## src/rtl/mipi_csi_pkg.sv

```systemverilog
`timescale 1ns/1ps
// Shared CSI-2 receive definitions: short/long packet data types, controller states
// and the header data-type classifier used by the frame controller.
package mipi_csi_pkg;

    localparam logic [5:0] DT_FS       = 6'h00;
    localparam logic [5:0] DT_FE       = 6'h01;
    localparam logic [5:0] DT_LS       = 6'h02;
    localparam logic [5:0] DT_LE       = 6'h03;
    localparam logic [5:0] DT_LONG_MIN = 6'h10;

    typedef enum logic [2:0] {
        ST_IDLE     = 3'd0,
        ST_FRAME    = 3'd1,
        ST_LONG_PKT = 3'd2,
        ST_WAIT_CRC = 3'd3,
        ST_DROP     = 3'd4
    } csi_state_e;

    typedef enum logic [2:0] {
        PKT_FS,
        PKT_FE,
        PKT_LS,
        PKT_LE,
        PKT_LONG,
        PKT_RSVD
    } pkt_kind_e;

    // 0x04-0x0F are reserved/generic short packets and are never acted on.
    function automatic pkt_kind_e classify_dt(input logic [5:0] dt);
        pkt_kind_e kind;
        if (dt >= DT_LONG_MIN)  kind = PKT_LONG;
        else if (dt == DT_FS)   kind = PKT_FS;
        else if (dt == DT_FE)   kind = PKT_FE;
        else if (dt == DT_LS)   kind = PKT_LS;
        else if (dt == DT_LE)   kind = PKT_LE;
        else                    kind = PKT_RSVD;
        return kind;
    endfunction

endpackage

```

## src/rtl/mipi_csi_sat_counter.sv

```systemverilog
`timescale 1ns/1ps
// 8-bit saturating event counter; a clear request wins over a coincident increment.
module mipi_csi_sat_counter (
    input  logic       clk_i,
    input  logic       reset_n_i,
    input  logic       clear_i,
    input  logic       inc_i,
    output logic [7:0] count_o
);

    always_ff @(posedge clk_i or negedge reset_n_i) begin
        if (!reset_n_i) begin
            count_o <= 8'd0;
        end else if (clear_i) begin
            count_o <= 8'd0;
        end else if (inc_i && (count_o != 8'hFF)) begin
            count_o <= count_o + 8'd1;
        end
    end

endmodule

```

## src/rtl/mipi_csi_rx_frame_controller.sv

```systemverilog
`timescale 1ns/1ps
// CSI-2 receive frame controller: tracks FS/FE framing on one virtual channel, gates
// long-packet payload, checks CRC completion and line counts, and counts ECC/CRC errors.
//
// state       | meaning
// ------------+---------------------------------------------------------------
// ST_IDLE     | no frame open, waiting for FS on an enabled VC
// ST_FRAME    | frame open on frame_vc_o, between packets
// ST_LONG_PKT | long packet payload streaming, payload_accept_o high
// ST_WAIT_CRC | payload finished, waiting up to CRC_TIMEOUT cycles for CRC result
// ST_DROP     | frame corrupted, discarding until FE/FS on frame_vc_o
module mipi_csi_rx_frame_controller #(
    parameter int CRC_TIMEOUT = 16
) (
    input  logic        clk_i,
    input  logic        reset_n_i,
    input  logic        header_valid_i,
    input  logic [1:0]  vc_id_i,
    input  logic [5:0]  data_type_i,
    input  logic [15:0] packet_length_i,
    input  logic        header_error_i,
    input  logic        payload_done_i,
    input  logic        crc_valid_i,
    input  logic        crc_error_i,
    input  logic [3:0]  vc_enable_i,
    input  logic [15:0] expected_lines_i,
    input  logic        cnt_clear_i,
    output logic        frame_valid_o,
    output logic        line_valid_o,
    output logic        payload_accept_o,
    output logic        drop_o,
    output logic [1:0]  frame_vc_o,
    output logic [15:0] line_count_o,
    output logic        frame_start_o,
    output logic        frame_end_o,
    output logic        err_frame_sync_o,
    output logic        err_line_count_o,
    output logic [7:0]  err_crc_count_o,
    output logic [7:0]  err_ecc_count_o
);
    import mipi_csi_pkg::*;

    localparam int TW = $clog2(CRC_TIMEOUT + 1);

    csi_state_e  state_q, state_d;
    pkt_kind_e   kind;
    logic [1:0]  vc_d;
    logic [15:0] lc_d, lc_inc, exp_q, exp_d;
    logic [TW-1:0] timer_q, timer_d;
    logic        fs_p, fe_p, sync_p, lerr_p;
    logic        hdr_ok, vc_match, ecc_inc, crc_inc;

    assign hdr_ok   = header_valid_i & ~header_error_i;
    assign kind     = classify_dt(data_type_i);
    assign vc_match = (vc_id_i == frame_vc_o);
    assign lc_inc   = (line_count_o == 16'hFFFF) ? line_count_o : line_count_o + 16'd1;
    assign ecc_inc  = header_valid_i & header_error_i;
    assign crc_inc  = (state_q == ST_WAIT_CRC) & crc_valid_i & crc_error_i;

    always_comb begin
        state_d = state_q;
        vc_d    = frame_vc_o;
        lc_d    = line_count_o;
        exp_d   = exp_q;
        timer_d = timer_q;
        fs_p    = 1'b0;
        fe_p    = 1'b0;
        sync_p  = 1'b0;
        lerr_p  = 1'b0;
        case (state_q)
            ST_IDLE: begin
                if (hdr_ok && vc_enable_i[vc_id_i] && (kind != PKT_RSVD)) begin
                    if (kind == PKT_FS) fs_p = 1'b1;
                    else                sync_p = 1'b1;
                end
            end
            ST_FRAME: begin
                if (hdr_ok && vc_match) begin
                    case (kind)
                        PKT_FS: begin
                            fs_p   = 1'b1;
                            sync_p = 1'b1;
                        end
                        PKT_FE: begin
                            state_d = ST_IDLE;
                            fe_p    = 1'b1;
                            lerr_p  = (exp_q != 16'd0) && (line_count_o != exp_q);
                        end
                        PKT_LONG: begin
                            if (packet_length_i == 16'd0) lc_d = lc_inc;
                            else                          state_d = ST_LONG_PKT;
                        end
                        default: ;
                    endcase
                end
            end
            ST_LONG_PKT: begin
                sync_p = hdr_ok && (kind != PKT_RSVD);
                if (payload_done_i) begin
                    state_d = ST_WAIT_CRC;
                    timer_d = TW'(CRC_TIMEOUT);
                end
            end
            ST_WAIT_CRC: begin
                sync_p = hdr_ok && (kind != PKT_RSVD);
                if (crc_valid_i) begin
                    if (crc_error_i) begin
                        state_d = ST_DROP;
                    end else begin
                        state_d = ST_FRAME;
                        lc_d    = lc_inc;
                    end
                end else if (timer_q < TW'(2)) begin
                    state_d = ST_DROP;
                    sync_p  = 1'b1;
                end else begin
                    timer_d = timer_q - TW'(1);
                end
            end
            ST_DROP: begin
                if (hdr_ok && vc_match) begin
                    if (kind == PKT_FS) begin
                        fs_p = 1'b1;
                    end else if (kind == PKT_FE) begin
                        state_d = ST_IDLE;
                        fe_p    = 1'b1;
                    end
                end
            end
            default: state_d = ST_IDLE;
        endcase
        // Every accepted FS opens a fresh frame; line target is sampled only here.
        if (fs_p) begin
            state_d = ST_FRAME;
            vc_d    = vc_id_i;
            lc_d    = 16'd0;
            exp_d   = expected_lines_i;
        end
    end

    always_ff @(posedge clk_i or negedge reset_n_i) begin
        if (!reset_n_i) begin
            state_q          <= ST_IDLE;
            frame_vc_o       <= 2'd0;
            line_count_o     <= 16'd0;
            exp_q            <= 16'd0;
            timer_q          <= '0;
            frame_valid_o    <= 1'b0;
            line_valid_o     <= 1'b0;
            payload_accept_o <= 1'b0;
            drop_o           <= 1'b0;
            frame_start_o    <= 1'b0;
            frame_end_o      <= 1'b0;
            err_frame_sync_o <= 1'b0;
            err_line_count_o <= 1'b0;
        end else begin
            state_q          <= state_d;
            frame_vc_o       <= vc_d;
            line_count_o     <= lc_d;
            exp_q            <= exp_d;
            timer_q          <= timer_d;
            frame_valid_o    <= (state_d == ST_FRAME) || (state_d == ST_LONG_PKT) ||
                                (state_d == ST_WAIT_CRC);
            line_valid_o     <= (state_d == ST_LONG_PKT);
            payload_accept_o <= (state_d == ST_LONG_PKT);
            drop_o           <= (state_d == ST_DROP);
            frame_start_o    <= fs_p;
            frame_end_o      <= fe_p;
            err_frame_sync_o <= sync_p;
            err_line_count_o <= lerr_p;
        end
    end

    mipi_csi_sat_counter u_crc_cnt (
        .clk_i     (clk_i),
        .reset_n_i (reset_n_i),
        .clear_i   (cnt_clear_i),
        .inc_i     (crc_inc),
        .count_o   (err_crc_count_o)
    );

    mipi_csi_sat_counter u_ecc_cnt (
        .clk_i     (clk_i),
        .reset_n_i (reset_n_i),
        .clear_i   (cnt_clear_i),
        .inc_i     (ecc_inc),
        .count_o   (err_ecc_count_o)
    );

endmodule

```

## config.mk

```make
export PLATFORM = sky130hd
export DESIGN_NAME = mipi_csi_rx_frame_controller
export DESIGN_NICKNAME = d
export VERILOG_FILES = /design/src/rtl/mipi_csi_pkg.sv /design/src/rtl/mipi_csi_sat_counter.sv /design/src/rtl/mipi_csi_rx_frame_controller.sv
export SDC_FILE = /design/constraint.sdc
export NUM_CORES = 1
export LEC_CHECK = 0
export CORE_UTILIZATION = 40
export DETAILED_ROUTE_END_ITERATION = 10
export DONT_BUFFER_PORTS = 1
export PLACE_DENSITY = 0.57
export SLEW_MARGIN = 20
export SYNTH_ARGS = -nofsm -noshare
export SYNTH_HDL_FRONTEND = slang
export SYNTH_SLANG_ARGS = --single-unit
```

## constraint.sdc

```tcl
create_clock -name clk_i -period 2.9 [get_ports clk_i]
set_clock_uncertainty 0.2 [all_clocks]
set_input_delay 0.145 -clock clk_i [delete_from_list [all_inputs] [get_ports clk_i]]
set_output_delay 0.145 -clock clk_i [all_outputs]
set_load 0.01 [all_outputs]
```

==> flow_summary_export.csv, run 1 <==
group,metric,value,unit
run_status,status,"completed",
place,place_ws,0.287,ns
floorplan,coreArea,8720,um^2
setup_path,r2r_slack,0.29,ns
timing,fmax,0.383,GHz
final_layout,nets,435,
routing,wl,8.73,mm
cts,cts_made_buffers,9,
global_routing,first_global_vias,2883,
place,io_buffers,0,
routing,dr_total_vias,2850,
floorplan,num_rows,34,
floorplan,io-pin-count,94,
synthesis,synth_cells,341,
min_path,hold_path_startpoint,"header_error_i",
floorplan,die_w,96.8,um
cts,clkSlewWorstSetupHoldPaths,0.07,ns
synthesis,synth_top_area_cell,"dfrtp_1",
global_routing,grt_use_total,19.2,%
place,place.detailed.hpwl,5.94,mm
timing,fin_hold_ws,0.0185,ns
cts,h-tree-depth,3,
timing,slew_headroom,37.5,%
timing,finalSetupViolations,0,
cts,post_cts_buffers,0,
synthesis,ys_seq_elements,65,
synthesis,synth.avg_cell_area,10.5,um^2
synthesis,yosysSeqAreaShare,45.2,%
final_layout,area_growth,18.7,%
cts,cts_root_buf,"clkbuf_8",
floorplan,initial_utilization,41.2,%
setup_path,crit_arrival,2.67,ns
synthesis,synth-edff-count,0,
synthesis,syn_nets,397,
floorplan,die_area,9380,um^2
pwr,p_leak,1.77,nW
min_path,hold_path_class,"in2reg",
global_routing,grt_pass1_wl,14.4,mm
routing,first_pass_iters,4,
setup_path,cp-end-kind,"register",
synthesis,synth.top_cells.by_area,"dfrtp_1 45%, xnor2_1 6.3%, mux2_4 6.3%",
routing,ant_nets,0,
final_layout,fin_area,4270,um^2
floorplan,die_h,96.8,um
routing,wire_per_inst,17.8,um
synthesis,synth_top_cell_area_share,45.2,%
timing,worst_pin_slew,0.938,ns
setup_path,path_max_fanout,32,
routing,viasPerCell,5.79,
routing,first_iter_violations,170,
final_layout,nFillCells,803,
timing,setup_slack,0.292,ns
timing,finalCriticalPeriod,2.61,ns
setup_path,worst_r2r_endpoint,"line_count_o[11]$_DFFE_PN0P_",
routing,drc,0,
place,placed_area,3740,um^2
global_routing,grt_max_degree,66,
pwr,peakVddDrop,310,uV
final_layout,n_antenna_cell,0,
setup_path,startpoint,"line_count_o[1]$_DFFE_PN0P_",
synthesis,ys_async_sr_fraction,100,%
timing,hold_viol,0,
setup_path,ff2ff_path_depth,5,
synthesis,synth.distinct_cells,52,
global_routing,grt.overflow.total,0,
cts,clk_latency,0.34,ns
timing,drv_slew,0,
cts,clock-sinks,65,
cts,clockBufferDepth,2,
place,gp_congestion,0.792,
setup_path,crit_type,"reg2reg",
timing,tns,0,ns
final_layout,layout-drive-gt1-share,14.1,%
pwr,total_power,2.27,mW
timing,rsz0062_at_grt,"false",
setup_path,critPathRequiredTime,2.96,ns
cts,cts-resized-gates,0,
synthesis,syn-cell-area,3600,um^2
flow_run,cap_violations,0,
setup_path,r2r_start,"line_count_o[1]$_DFFE_PN0P_",
timing,period_share,89.9,%
min_path,min_path_cells,3,
global_routing,antenna_found_initial,0,
synthesis,yosysWarnings,0,
cts,cts_tree,"yes",
synthesis,synthFlopType,"dfrtp_1",
min_path,hold_path_end,"u_ecc_cnt.count_o[1]$_DFFE_PN0P_",
setup_path,startpoint_type,"register",
pwr,power.density,533,nW/um^2
-- stage by stage --
step                      utilization (%)  std cells
after global placement               42.9        447
after detailed placement             42.9        447
after global routing                 49.0        492
after floorplan                         -        341
after CTS                            48.9        492
final                                49.0        492
-- cell usage after synthesis (all sizes together) (10+ instances only) --
| cell | number |
|---|---|
| nand4 | 14 |
| a21oi | 19 |
| o31ai | 14 |
| dfrtp | 65 |
| mux2 | 19 |
| buf | 12 |
| nand3 | 13 |
| or4 | 13 |
| nor4 | 10 |
| nand2 | 22 |
| nor2 | 24 |
| xnor2 | 26 |
-- layout make-up --
cell class | count | area (um^2) | area share, %
Clock buffer | 11 | 141 | 3.31
Clock inverter | 5 | 78.8 | 1.85
Inverter | 7 | 26.3 | 0.615
Multi-Input combinational cell | 254 | 1860 | 43.5
Sequential cell | 65 | 1630 | 38.1
Tap cell | 108 | 135 | 3.16
Timing Repair Buffer | 42 | 405 | 9.49
-- logic make-up after synthesis --
group | Yosys count | synth area share, %
and+or+nand+nor | 137 | 21.5
DFF | 65 | 45.2
AOI/OAI and AO/OA | 56 | 11.3
xor gates and xnor gates | 34 | 8.28
muxes | 23 | 8.97
buffers and inverters | 22 | 3.27
adders and majority gates | 4 | 1.39
-- worst max-delay path by stage --
stage                                   end  slack (ns)  cells past startpoint
2_1_floorplan   line_count_o[7]$_DFFE_PN0P_        0.69                      6
3_3_place_gp    line_count_o[2]$_DFFE_PN0P_        0.37                      6
3_5_place_dp    line_count_o[3]$_DFFE_PN0P_        0.29                      6
4_1_cts         line_count_o[2]$_DFFE_PN0P_        0.22                      6
5_1_grt         line_count_o[7]$_DFFE_PN0P_        0.13                      5
6_report       line_count_o[11]$_DFFE_PN0P_        0.29                      5
-- power by group --
part	leakage, nW	internal (mW)	switching, mW	total (mW)
Combinational	0.769	0.182	0.161	0.343
Clock	0.113	0.507	0.357	0.863
Sequential	0.885	0.976	0.0919	1.07
-- metal layers --
metal,share of wire (%),routed length [um],vias up,track usage (%)
met5,0,0,-,0
met2,44,3890,105,29.7
met1,46,4050,1372,26.2
li1,-,-,1350,-
met3,6.5,572,23,4.48
met4,2.6,223,0,7.58
-- sequential cells by signal (all words and copies together), names as in the netlist, 2 cells and up --
| register | cells |
|---|---|
| u_ecc_cnt.count_o | 8 |
| state_q | 3 |
| timer_q | 5 |
| frame_vc_o | 2 |
| exp_q | 16 |
| u_crc_cnt.count_o | 8 |
| line_count_o | 16 |
-- worst max-delay path: stages (launching register included) --
cell and delay, ns:
dfrtp_1 0.50, ha_1 0.29, and3_4 0.20, a41o_1 0.56, or4_1 0.62, a21oi_1 0.16
-- cell usage in the layout (no fill, tap or decap), types with 5 or more instances in the layout --
cell type       n
o31ai_1        14
nor2_1         24
nor4_1         10
a21oi_1        18
nand3_1        13
buf_4          13
clkbuf_8       10
mux2_4         15
nor3_1          8
or4_1          12
xnor2_1        26
dfrtp_1        65
and2_1          5
inv_1           7
xor2_1          8
nand4_1        14
nand2_1        22
and4_1          7
dlygate4sd3_1  28
-- repair_timing --
item	4_1_cts	5_1_grt
setup endpoints to repair	0	0
hold buffers	29	0
endpoints found under the hold margin	109	0
Note: power is estimated with default switching activity, not from simulation.
==> run 2: changes to the inputs <==
- SYNTH_HIERARCHICAL: unset -> 1
==> flow_summary_export.csv, run 2 <==
group,metric,value,unit
synthesis,yosysSeqAreaShare,44.8,%
place,place.detailed.hpwl,6.67,mm
flow_run,cap_violations,0,
setup_path,crit_arrival,2.64,ns
cts,h-tree-depth,3,
synthesis,yosysMostFrequentCell,"dfrtp_1",
setup_path,worst_r2r_endpoint,"line_count_o[12]$_DFFE_PN0P_",
floorplan,die_area,9460,um^2
setup_path,r2r_slack,0.33,ns
final_layout,area_growth,18.6,%
timing,finalCriticalPeriod,2.57,ns
setup_path,critPathRequiredTime,2.97,ns
global_routing,grt.overflow.total,0,
floorplan,coreArea,8760,um^2
synthesis,ys_async_sr_fraction,100,%
routing,ant_nets,0,
floorplan,die_w,97.3,um
global_routing,antenna_found_initial,0,
floorplan,initial_utilization,41.4,%
final_layout,n_antenna_cell,0,
synthesis,synthFlopType,"dfrtp_1",
timing,hold_viol,0,
routing,viasPerCell,5.96,
global_routing,grt_max_degree,66,
pwr,p_leak,1.75,nW
floorplan,die_h,97.3,um
final_layout,nFillCells,831,
cts,cts_tree,"yes",
final_layout,final_cell_mix,"65 x dfrtp_1, 24 x dlygate4sd3_1, 21 x a21oi_1, 21 x mux2_2, 19 x xnor2_1",
setup_path,startpoint_type,"register",
timing,period_share,88.7,%
place,gp_congestion,0.811,
floorplan,io-pin-count,94,
final_layout,seqCellArea,1630,um^2
synthesis,synth_top_area_cell,"dfrtp_1",
timing,slew_headroom,53.0,%
routing,dr_total_vias,3026,
min_path,hold_path_startpoint,"header_valid_i",
cts,cts_root_buf,"clkbuf_8",
pwr,peakVddDrop,327,uV
final_layout,nets,451,
synthesis,synth.distinct_cells,58,
timing,fin_hold_ws,0.0339,ns
synthesis,synth_common_cells,"65 x dfrtp_1, 21 x a21oi_1, 21 x mux2_2, 19 x xnor2_1",
run_status,status,"completed",
global_routing,first_global_vias,3039,
synthesis,synth.top_cells.by_area,"dfrtp_1 45%, mux2_2 6.5%, xnor2_1 4.6%",
timing,worst_pin_slew,0.702,ns
setup_path,r2r_start,"frame_vc_o[1]$_DFFE_PN0N_",
setup_path,cp-end-kind,"register",
synthesis,synth-edff-count,0,
routing,drc,0,
place,io_buffers,0,
setup_path,ff2ff_path_depth,5,
cts,cts_made_buffers,9,
pwr,power.density,611,nW/um^2
global_routing,grt_pass1_wl,15.6,mm
floorplan,num_rows,34,
timing,rsz0062_at_grt,"false",
min_path,hold_path_class,"in2reg",
final_layout,multi_input_area,1900,um^2
synthesis,synth.avg_cell_area,10.1,um^2
timing,finalSetupViolations,0,
final_layout,final_common_cell,"dfrtp_1",
final_layout,reg_top3,"exp_q (16), line_count_o (16)",
setup_path,startpoint,"frame_vc_o[1]$_DFFE_PN0N_",
setup_path,path_max_fanout,11,
cts,clockBufferDepth,2,
timing,drv_slew,0,
cts,clock-sinks,65,
timing,fmax,0.389,GHz
routing,wl,9.33,mm
routing,first_pass_iters,4,
synthesis,syn_nets,417,
cts,cts-resized-gates,0,
routing,wire_per_inst,18.4,um
synthesis,synth_cells,361,
synthesis,syn-cell-area,3630,um^2
cts,clk_latency,0.34,ns
cts,clkSlewWorstSetupHoldPaths,0.07,ns
pwr,total_power,2.63,mW
synthesis,ys_seq_elements,65,
synthesis,yosysWarnings,6,
global_routing,grt_use_total,20.8,%
routing,first_iter_violations,123,
setup_path,crit_type,"reg2reg",
synthesis,synth_top_cell_area_share,44.8,%
timing,tns,0,ns
setup_path,critical_path.endpoint,"line_count_o[12]$_DFFE_PN0P_",
final_layout,layout-drive-gt1-share,15.8,%
==> run 2: changes by cell type after synthesis, moves of 5 or more <==
cell and delta:
nor4_1 +6, nor2_1 -6, nor3_1 +6, o31ai_1 -5, mux2_4 -15, o21ai_0 +8
xnor2_1 -7, xor2_1 -5, nand2_1 -8, nand2b_1 +7, mux2_2 +17, clkbuf_1 +5
nand3_1 +5
==> run 2: worst min path at each step <==
stage	to	slack [ns]	cells after the start
after global placement	timer_q[0]$_DFFE_PN0P_	-0.35	0
after floorplan	drop_o$_DFF_PN0_	-0.35	0
final	u_ecc_cnt/count_o[2]$_DFFE_PN0P_	0.03	3
after detailed placement	timer_q[2]$_DFFE_PN0P_	-0.35	0
after global routing	u_ecc_cnt/count_o[2]$_DFFE_PN0P_	0.02	3
after CTS	u_ecc_cnt/count_o[2]$_DFFE_PN0P_	0.0002	3
==> run 2: kinds of logic after synthesis <==
kind of cell    Yosys count  synth area share, %
flops                    65                 44.8
xor+xnor                 22                 5.31
fa+ha+maj                 4                 1.38
compound gates           72                 13.2
buf+inv                  24                 3.00
simple gates            147                 23.7
mux                      27                 8.62
==> run 2: worst max-delay path, cell delays in order (launching register included) <==
cell	delay, ns
dfrtp_1	0.43
xor2_1	0.20
or3_4	0.42
o41a_1	0.54
or4_4	0.57
a21oi_2	0.13
==> run 2: final cells by class <==
type                            count  area share (%)
Multi-Input combinational cell    272            44.1
Sequential cell                    65            37.8
Timing Repair Buffer               39            8.66
Clock buffer                       11            3.28
Tap cell                          108            3.14
Clock inverter                      5            2.38
Inverter                            8           0.697
==> run 2: metal layers <==
metal  up-vias  track usage [%]  share of wire, %
met5         -                0                 0
met4         0             5.43              0.86
met3         7             6.26               7.6
met2       106             34.3                50
met1      1470             26.6                42
li1       1443                -                 -
==> run 2: power breakdown <==
part	switching, mW	internal (mW)
registers	0.150	1.01
clock network	0.350	0.593
logic	0.296	0.236
==> run 2: what timing repair did <==
item | 4_1_cts | 5_1_grt
hold endpoints to repair | 109 | 0
hold buffers | 25 | 0
setup buffers | 0 | 0
==> run 2: through the flow <==
stage	util, %	worst slack (ns)	area [um^2]	cells
2_1_floorplan	-	0.474	3630	361
4_1_cts	49.1	0.339	4310	508
3_3_place_gp	43.3	0.365	3790	467
5_1_grt	49.1	0.200	4310	508
3_5_place_dp	43.3	0.349	3790	467
6_report	49.1	0.327	4310	508
==> run 3: changes to the inputs <==
- ABC_AREA: unset -> 1
==> flow_summary_export.csv, run 3 <==
group,metric,value,unit
synthesis,ys_seq_elements,65,
timing,drv_slew,0,
setup_path,startpoint_type,"input pin",
global_routing,grt_max_degree,66,
routing,first_pass_iters,5,
final_layout,multi_input_area,2210,um^2
floorplan,initial_utilization,41.1,%
place,place.detailed.hpwl,7.68,mm
setup_path,path_max_fanout,2,
timing,finalCriticalPeriod,2.77,ns
pwr,p_leak,2.38,nW
cts,post_cts_buffers,0,
routing,viasPerCell,5.04,
timing,tns,0,ns
routing,first_iter_violations,230,
cts,cts_made_buffers,9,
routing,dr_total_vias,3800,
synthesis,syn_nets,636,
pwr,power_frac_clock,34.2,%
routing,drc,0,
synthesis,yosysSeqAreaShare,38.5,%
synthesis,synth.avg_cell_area,7.28,um^2
floorplan,die_h,105,um
timing,setup_slack,0.133,ns
cts,clockBufferDepth,2,
final_layout,seqCellArea,1630,um^2
synthesis,synth_top_cell_area_share,38.5,%
final_layout,area_growth,15.4,%
synthesis,synth.distinct_cells,41,
final_layout,nets,669,
timing,slew_headroom,60.3,%
synthesis,synth_cells,580,
floorplan,die_area,11000,um^2
pwr,pwr-share-comb,22.9,%
place,io_buffers,0,
global_routing,antenna_found_initial,0,
final_layout,n_antenna_cell,0,
timing,fmax,0.361,GHz
cts,cts_root_buf,"clkbuf_8",
final_layout,finish.utilization,47.4,%
timing,hold_viol,0,
run_status,status,"completed",
synthesis,syn-cell-area,4220,um^2
floorplan,coreArea,10300,um^2
cts,cts_tree,"yes",
routing,ant_nets,0,
place,place_ws,0.795,ns
pwr,peakVddDrop,320,uV
synthesis,yosysWarnings,6,
global_routing,grt_pass1_wl,18.3,mm
pwr,power.density,572,nW/um^2
cts,clkSlewWorstSetupHoldPaths,0.08,ns
min_path,hold_path_class,"in2reg",
floorplan,io-pin-count,94,
routing,wl,10.6,mm
routing,wire_per_inst,14.0,um
floorplan,die_w,105,um
global_routing,first_global_vias,3831,
synthesis,ys_async_sr_fraction,100,%
setup_path,crit_type,"in2reg",
synthesis,synthFlopType,"dfrtp_1",
pwr,p_sw_share,34.0,%
synthesis,yosysMostFrequentCell,"nand2_1",
final_layout,nFillCells,1054,
global_routing,grt_use_total,20.7,%
pwr,p_seq_share,42.9,%
timing,worst_pin_slew,0.594,ns
synthesis,synth.top_cells.by_area,"dfrtp_1 39%, nand2_1 14%, nand3_1 6.4%",
global_routing,grt.overflow.total,0,
setup_path,cp-end-kind,"register",
final_layout,reg_top3,"exp_q (16), line_count_o (16)",
final_layout,final_common_cell,"nand2_1",
timing,finalSetupViolations,0,
synthesis,synth_common_cells,"163 x nand2_1, 70 x nor2_1, 67 x inv_1, 65 x dfrtp_1, 54 x nand3_1",
cts,h-tree-depth,3,
pwr,power_switching,948,uW
synthesis,synth-edff-count,0,
synthesis,synth_top_area_cell,"dfrtp_1",
flow_run,cap_violations,0,
floorplan,num_rows,37,
final_layout,final_cell_mix,"163 x nand2_1, 69 x nor2_1, 67 x inv_1",
cts,clk_latency,0.34,ns
setup_path,crit_arrival,2.79,ns
timing,rsz0062_at_grt,"false",
cts,clock-sinks,65,
place,gp_congestion,0.866,
setup_path,critPathRequiredTime,2.93,ns
pwr,internal_power,1.84,mW
timing,period_share,95.4,%
final_layout,layout-drive-gt1-share,12.9,%
## run 3: cell types whose count changed in the layout (fill, tap and decap cells not counted), moves of 9 or more
cell | previous run | this run
nand2_1 | 14 | 163
inv_1 | 8 | 67
nor2_1 | 17 | 69
nand2_2 | 0 | 29
nand2b_1 | 10 | 0
or4_1 | 9 | 0
nor4_1 | 16 | 2
a21oi_1 | 21 | 12
nand3_1 | 18 | 54
xnor2_1 | 19 | 2
buf_4 | 14 | 0
mux2_2 | 21 | 0
xor2_1 | 3 | 16
## run 3: final timing paths
path | startpoint | to | slack (ns) | depth (start not counted)
min in group asynchronous | reset_n_i | u_crc_cnt/count_o[7]$_DFFE_PN0P_ | 0.11 | 2
min | vc_id_i[0] | err_line_count_o$_DFF_PN0_ | 0.02 | 6
min reg2reg | exp_q[8]$_DFFE_PN0N_ | exp_q[8]$_DFFE_PN0N_ | 0.33 | 2
max reg2reg | state_q[1]$_DFF_PN0_ | err_frame_sync_o$_DFF_PN0_ | 0.46 | 5
max in group asynchronous | reset_n_i | line_count_o[2]$_DFFE_PN0P_ | 2.06 | 2
max | data_type_i[2] | err_frame_sync_o$_DFF_PN0_ | 0.13 | 8
## run 3: through the flow
step	instances	power (mW)	hold slack (ns)	cell area, um^2
floorplan	580	1.68	-0.351	4220
global route	754	2.96	0.0379	4870
global placement	706	1.77	-0.348	4290
detailed placement	706	1.79	-0.349	4290
finish	754	2.79	0.0212	4870
CTS	754	2.82	0.00341	4870
## run 3: what timing repair did
item | 4_1_cts | 5_1_grt
hold buffers | 32 | 0
resized for setup | 0 | 1
setup endpoints to repair | 0 | 1
hold endpoints to repair | 110 | 0
## run 3: critical path: stages
cell and delay [ns]:
dlygate4sd3_1 0.55, nor2_2 0.09, dlygate4sd3_1 0.56, nand2_1 0.07, o2111ai_1 0.18, dlygate4sd3_1 0.57, nand3_1 0.06, dlygate4sd3_1 0.56
## run 3: final cells by class
type / count / area share [%]
timing repair buffer: 32 / 6.93
sequential: 65 / 33.4
clock buffer: 10 / 2.62
multi-input combinational: 432 / 45.4
clock inverter: 6 / 2.36
inverter: 73 / 5.78
tap: 136 / 3.49
## run 3: kinds of logic (layout without fill, tap and decap cells)
family	after synthesis	after routing	synth area share [%]
buf+inv	83	121	9.10
simple gates	373	373	42.0
compound gates	37	37	5.45
flops	65	65	38.5
fa+ha+maj	4	4	1.19
xor+xnor	18	18	3.73
## run 3: metal layers
| layer | part of all wire, % | global-route usage [%] | up-vias |
|---|---|---|---|
| li1 | - | - | 1904 |
| met1 | 46 | 26.4 | 1767 |
| met2 | 47 | 34.9 | 119 |
| met3 | 6.0 | 4.87 | 10 |
| met4 | 1.0 | 5.94 | 0 |
| met5 | 0 | 0 | - |
## run 3: power groups by stage
stage,registers (mW),logic [mW],clock network (mW)
global route,1.21,0.729,1.02
global placement,1.21,0.561,0
floorplan,1.17,0.514,0
detailed placement,1.21,0.572,0
CTS,1.20,0.642,0.981
finish,1.20,0.638,0.953
